**src/rtl/switch_pkg.sv**
```systemverilog
// Shared switch types: flit format and credit/occupancy width helper.
package switch_pkg;

   localparam int FLIT_W = 32;
   localparam int DST_W  = 4;

   typedef struct packed {
      logic [DST_W-1:0]        dst;
      logic [FLIT_W-DST_W-1:0] payload;
   } flit_t;

   // Width able to hold 0..depth inclusive (occupancy and upstream credit count).
   function automatic int credit_w(input int depth);
      return $clog2(depth) + 1;
   endfunction

endpackage

```
**src/rtl/switch_ibuf_mem.sv**
```systemverilog
// Flit storage for one ingress port: one synchronous write port, one async read port.
module switch_ibuf_mem
   import switch_pkg::*;
#(
   parameter int DEPTH = 8
)
(
   input  logic                     CLK,
   input  logic                     we,
   input  logic [$clog2(DEPTH)-1:0] waddr,
   input  flit_t                    wdata,
   input  logic [$clog2(DEPTH)-1:0] raddr,
   output flit_t                    rdata
);

   // No reset: slot validity is tracked entirely by the pointers and count.
   flit_t mem [DEPTH];

   always_ff @(posedge CLK)
      if (we) mem[waddr] <= wdata;

   assign rdata = mem[raddr];

endmodule

```
**src/rtl/switch_input_buffer.sv**
```systemverilog
// Ingress flit FIFO with arbiter bid, credit return and optional sticky error flags.
// Define SWITCH_IBUF_ERR_EN to build the overflow/underflow flags; otherwise they read 0.
module switch_input_buffer
   import switch_pkg::*;
#(
   parameter int DEPTH = 8
)
(
   input  logic                       CLK,
   input  logic                       nRST,
   input  logic                       in_valid,
   input  flit_t                      in_flit,
   input  logic                       grant,
   output logic                       bid,
   output flit_t                      rdata,
   output logic                       credit_out,
   output logic [credit_w(DEPTH)-1:0] count,
   output logic                       overflow,
   output logic                       underflow
);

   localparam int PW = $clog2(DEPTH);
   localparam int CW = credit_w(DEPTH);

   logic [PW-1:0] rptr, wptr;
   logic          empty, full, pop, push;

   assign empty = (count == '0);
   assign full  = (count == CW'(DEPTH));
   assign pop   = grant & ~empty;
   // A pop on the same edge frees the slot, so a full buffer still accepts.
   assign push  = in_valid & (~full | pop);
   assign bid   = ~empty;

   switch_ibuf_mem #(.DEPTH(DEPTH)) u_mem (
      .CLK   (CLK),
      .we    (push),
      .waddr (wptr),
      .wdata (in_flit),
      .raddr (rptr),
      .rdata (rdata)
   );

   always_ff @(posedge CLK or negedge nRST) begin
      if (!nRST) begin
         rptr       <= '0;
         wptr       <= '0;
         count      <= '0;
         credit_out <= 1'b0;
      end else begin
         if (push) wptr <= wptr + PW'(1);
         if (pop)  rptr <= rptr + PW'(1);
         if (push && !pop)
            count <= count + CW'(1);
         else if (pop && !push)
            count <= count - CW'(1);
         credit_out <= pop;
      end
   end

`ifdef SWITCH_IBUF_ERR_EN
   always_ff @(posedge CLK or negedge nRST) begin
      if (!nRST) begin
         overflow  <= 1'b0;
         underflow <= 1'b0;
      end else begin
         if (in_valid && full && !pop) overflow  <= 1'b1;
         if (grant && empty)           underflow <= 1'b1;
      end
   end
`else
   assign overflow  = 1'b0;
   assign underflow = 1'b0;
`endif

endmodule

```
**config.mk**
```make
export PLATFORM = sky130hd
export DESIGN_NAME = switch_input_buffer
export DESIGN_NICKNAME = d
export VERILOG_FILES = /design/src/rtl/switch_pkg.sv /design/src/rtl/switch_ibuf_mem.sv /design/src/rtl/switch_input_buffer.sv
export SDC_FILE = /design/constraint.sdc
export NUM_CORES = 1
export LEC_CHECK = 0
export ABC_AREA = 1
export BUFFER_PORTS_ARGS = -buffer_cell sky130_fd_sc_hd__buf_4
export CAP_MARGIN = 20
export CORE_UTILIZATION = 40
export DETAILED_ROUTE_END_ITERATION = 12
export PLACE_DENSITY = 0.71
export SYNTH_ARGS = -nofsm -noshare
export SYNTH_HDL_FRONTEND = slang
export SYNTH_SLANG_ARGS = --single-unit
```
**constraint.sdc**
```tcl
create_clock -name CLK -period 3.55 [get_ports CLK]
set_input_delay 0 -clock CLK [delete_from_list [all_inputs] [get_ports CLK]]
set_output_delay 0 -clock CLK [all_outputs]
set_load 0.03 [all_outputs]
```
==> reports/metrics.yaml <==
timing:
  post-route-period-util_pct: 81.8
  maxSlewViolCount: 0
  finalClockSkew_ns: 0.0300
  timing.hold.ws_ns: 0.225
  max_freq_mhz: 344
  fin_crit_ns: 2.90
  max_slew_margin_pct: 42.3
  worstMarginPinSlew_ns: 0.866
  finalHoldViolations: 0
  finalSetupViolCount: 0
  rsz0062_at_grt: "false"
synth:
  synth_cell_types: 23
  synth_most_common_cell: "nand2_1"
  synth_cells: 938
  yosysSeqAreaShare_pct: 73.4
  async_flop_share_pct: 4.12
  syn_avg_cell_area_sq_um: 11.6
  ys.flop_type: "edfxtp_1"
  synth_seq_cells: 267
  synth_edf_count: 256
  synth_common_cells: "382 x nand2_1, 256 x edfxtp_1, 71 x nor2_1, 67 x o21ai_0, 65 x o21ai_1"
  synth_top_cell_area_share_pct: 70.8
  yosys.area.top_type: "edfxtp_1"
  synth_warnings: 0
  synth_area_sq_um: 10900
  synth_area_leaders: "edfxtp_1 71%, nand2_1 13%, o21ai_0 3.1%"
power_and_ir_drop:
  vdd_drop_max_uv: 576
  p_per_area_nw_per_um2: 855
  share_comb_of_total_power_pct: 38.8
  intPower_mw: 6.75
  pwr-share-clk_pct: 24.0
  power.leakage_nw: 4.94
  swShare_pct: 39.0
  pwr-share-seq_pct: 37.2
  power.switching_mw: 4.32
floorplan:
  die_w_microns: 167
  initial_core_util_pct: 41.2
  ios: 76
  die_h_microns: 167
  fp.coreArea_sq_um: 26400
  die_area_sq_um: 27800
  rows: 59
global_route:
  grt_pass1_wl_microns: 36700
  grt_start_max_net_pins: 84
  grt_pass1_vias: 6871
  antenna_found_initial: 0
  grtUsageTotal_pct: 16.7
  grt-ovfl-total: 0
cells_and_area:
  syn_to_final_growth_pct: 19.2
  n_fill_cell: 2275
  drive_gt1_share_pct: 13.4
  insertedDiodeCount: 0
  final_util_pct: 49.1
  multi_input_area_sq_um: 2600
  seq_area_sq_um: 7970
  fin_nets: 1088
detailed_routing:
  first_pass_iters: 4
  wl_per_cell_microns: 16.6
  wirelength_microns: 23200
  drt_iter0_drc: 499
  via_per_inst: 5.00
  drc: 0
  num_vias: 7004
  ant_nets: 0
setup_path:
  worstSetupPathType: "reg2out"
  crit_chain: "buf_4 -> o21ai_0 -> o21ai_1 -> nand2_1 -> nand2_1 -> buf_4"
  cpPeakStageDelay_ns: 0.76
  cp_max_fo: 83
  slowest_stage: "dfrtp_4"
  required_ns: 3.55
  worstPathArrival_ns: 2.90
  worstSetupEndpointType: "output port"
  crit_buf_inv: 2
  start_kind: "flop"
  crit_family: "buffers and inverters"
cts:
  cts_resized: 0
  clock-sinks: 267
  htreeDepth: 1
  path_clk_slew_ns: 0.06
  clock_latency_ns: 0.55
  cts-root-buf: "clkbuf_16"
  cts_tree: "done"
  clk_path_buf_depth: 3
  numCtsBuffers: 28
outcome:
  status: "finished clean"
placed_design:
  hpwl_microns: 12400
  routabilityCongestion: 0.782
  io_buffer_count: 73
flow_run:
  cap_violations: 0
worst_hold_path:
  hold_path_class: "in2reg"
what timing repair did:
item                      4_1_cts  5_1_grt
hold buffers                   36        0
buffers inserted                0        0
hold endpoints to repair      273        0
metal layers:
layer	track usage [%]	wire length [microns]	up-vias
li1	-	-	3406
met1	22.2	10200	3367
met2	28.7	11400	196
met3	2.21	1160	35
met4	4.91	453	0
met5	0	0	-
final cells by class:
class                      instances  area share (%)
clock buffer                      33            5.56
clock inverter                    17           0.870
inverter                          13           0.396
multi-input combinational        608            20.1
sequential                       267            61.6
tap                              335            3.24
timing repair buffer             128            8.28
kinds of logic after synthesis:
group / count (synthesis) / synth area share (%)
compound gates: 133 / 6.13
xor+xnor: 5 / 0.403
fa+ha+maj: 6 / 0.761
buf+inv: 64 / 3.21
flops: 267 / 73.4
other cells: 1 / 0.0346
simple gates: 462 / 16.1
power by group through the flow:
| stage | Combinational (mW) | Clock [mW] | Sequential [mW] |
|---|---|---|---|
| global route | 4.77 | 2.80 | 4.15 |
| floorplan | 2.97 | 0 | 4.14 |
| finish | 4.30 | 2.66 | 4.11 |
| detailed placement | 4.27 | 0 | 4.18 |
| global placement | 4.20 | 0 | 4.16 |
| CTS | 4.32 | 2.69 | 4.11 |
layout by cell type, fill, tap and decap left out, types with 3 or more instances in the layout:
cell,netlist,layout
nand2_1,382,382
edfxtp_1,256,256
buf_4,6,91
nor2_1,71,67
o21ai_0,67,67
o21ai_1,65,65
dlygate4sd3_1,0,36
clkbuf_16,0,28
clkinv_1,0,10
inv_1,9,9
dfrtp_1,11,8
ha_1,5,5
clkbuf_1,16,5
nand3_1,4,4
nor3_2,0,4
nor2_4,0,4
xnor2_1,4,4
clkinv_2,0,4
inv_2,3,3
state kept, by name, summed over array words and instances (netlist names):
name / flops
wptr: 3
credit_out: 1
rptr: 3
count: 4
u_mem.mem: 256
stage by stage:
step / instances / instance area (sq um) / setup TNS (ns) / power (mW) / setup slack, ns
2_1_floorplan: 939 / 10900 / -11.35 / 7.10 / -0.0887
5_1_grt: 1401 / 12900 / 0 / 11.7 / 0.450
4_1_cts: 1400 / 12900 / 0 / 11.1 / 0.618
3_5_place_dp: 1314 / 11700 / 0 / 8.44 / 0.999
6_report: 1401 / 12900 / 0 / 11.1 / 0.647
3_3_place_gp: 1314 / 11700 / 0 / 8.36 / 1.03
worst register-to-register path, delay by kind of cell, from the launching register on:
family	cells	cell delay [ns]
buf+inv	2	0.54
flops	1	0.46
simple gates	5	1.22
path summary, 6_finish.rpt:
kind | startpoint | endpoint | slack (ns) | cells after the start
hold reg to reg | wptr[0]$_DFFE_PN0P_ | wptr[0]$_DFFE_PN0P_ | 0.53 | 2
max in group asynchronous | nRST | rptr[0]$_DFFE_PN0P_ | 2.62 | 3
setup reg to reg | count[0]$_DFFE_PN0P_ | u_mem.mem[4][16]$_DFFE_PP_ | 1.01 | 7
setup / recovery | rptr[0]$_DFFE_PN0P_ | rdata[25] | 0.65 | 6
min in group asynchronous | nRST | count[2]$_DFFE_PN0P_ | 0.51 | 3
hold / removal | in_flit[27] | u_mem.mem[6][27]$_DFFE_PP_ | 0.23 | 2
Power figures use the tool's default switching activity.
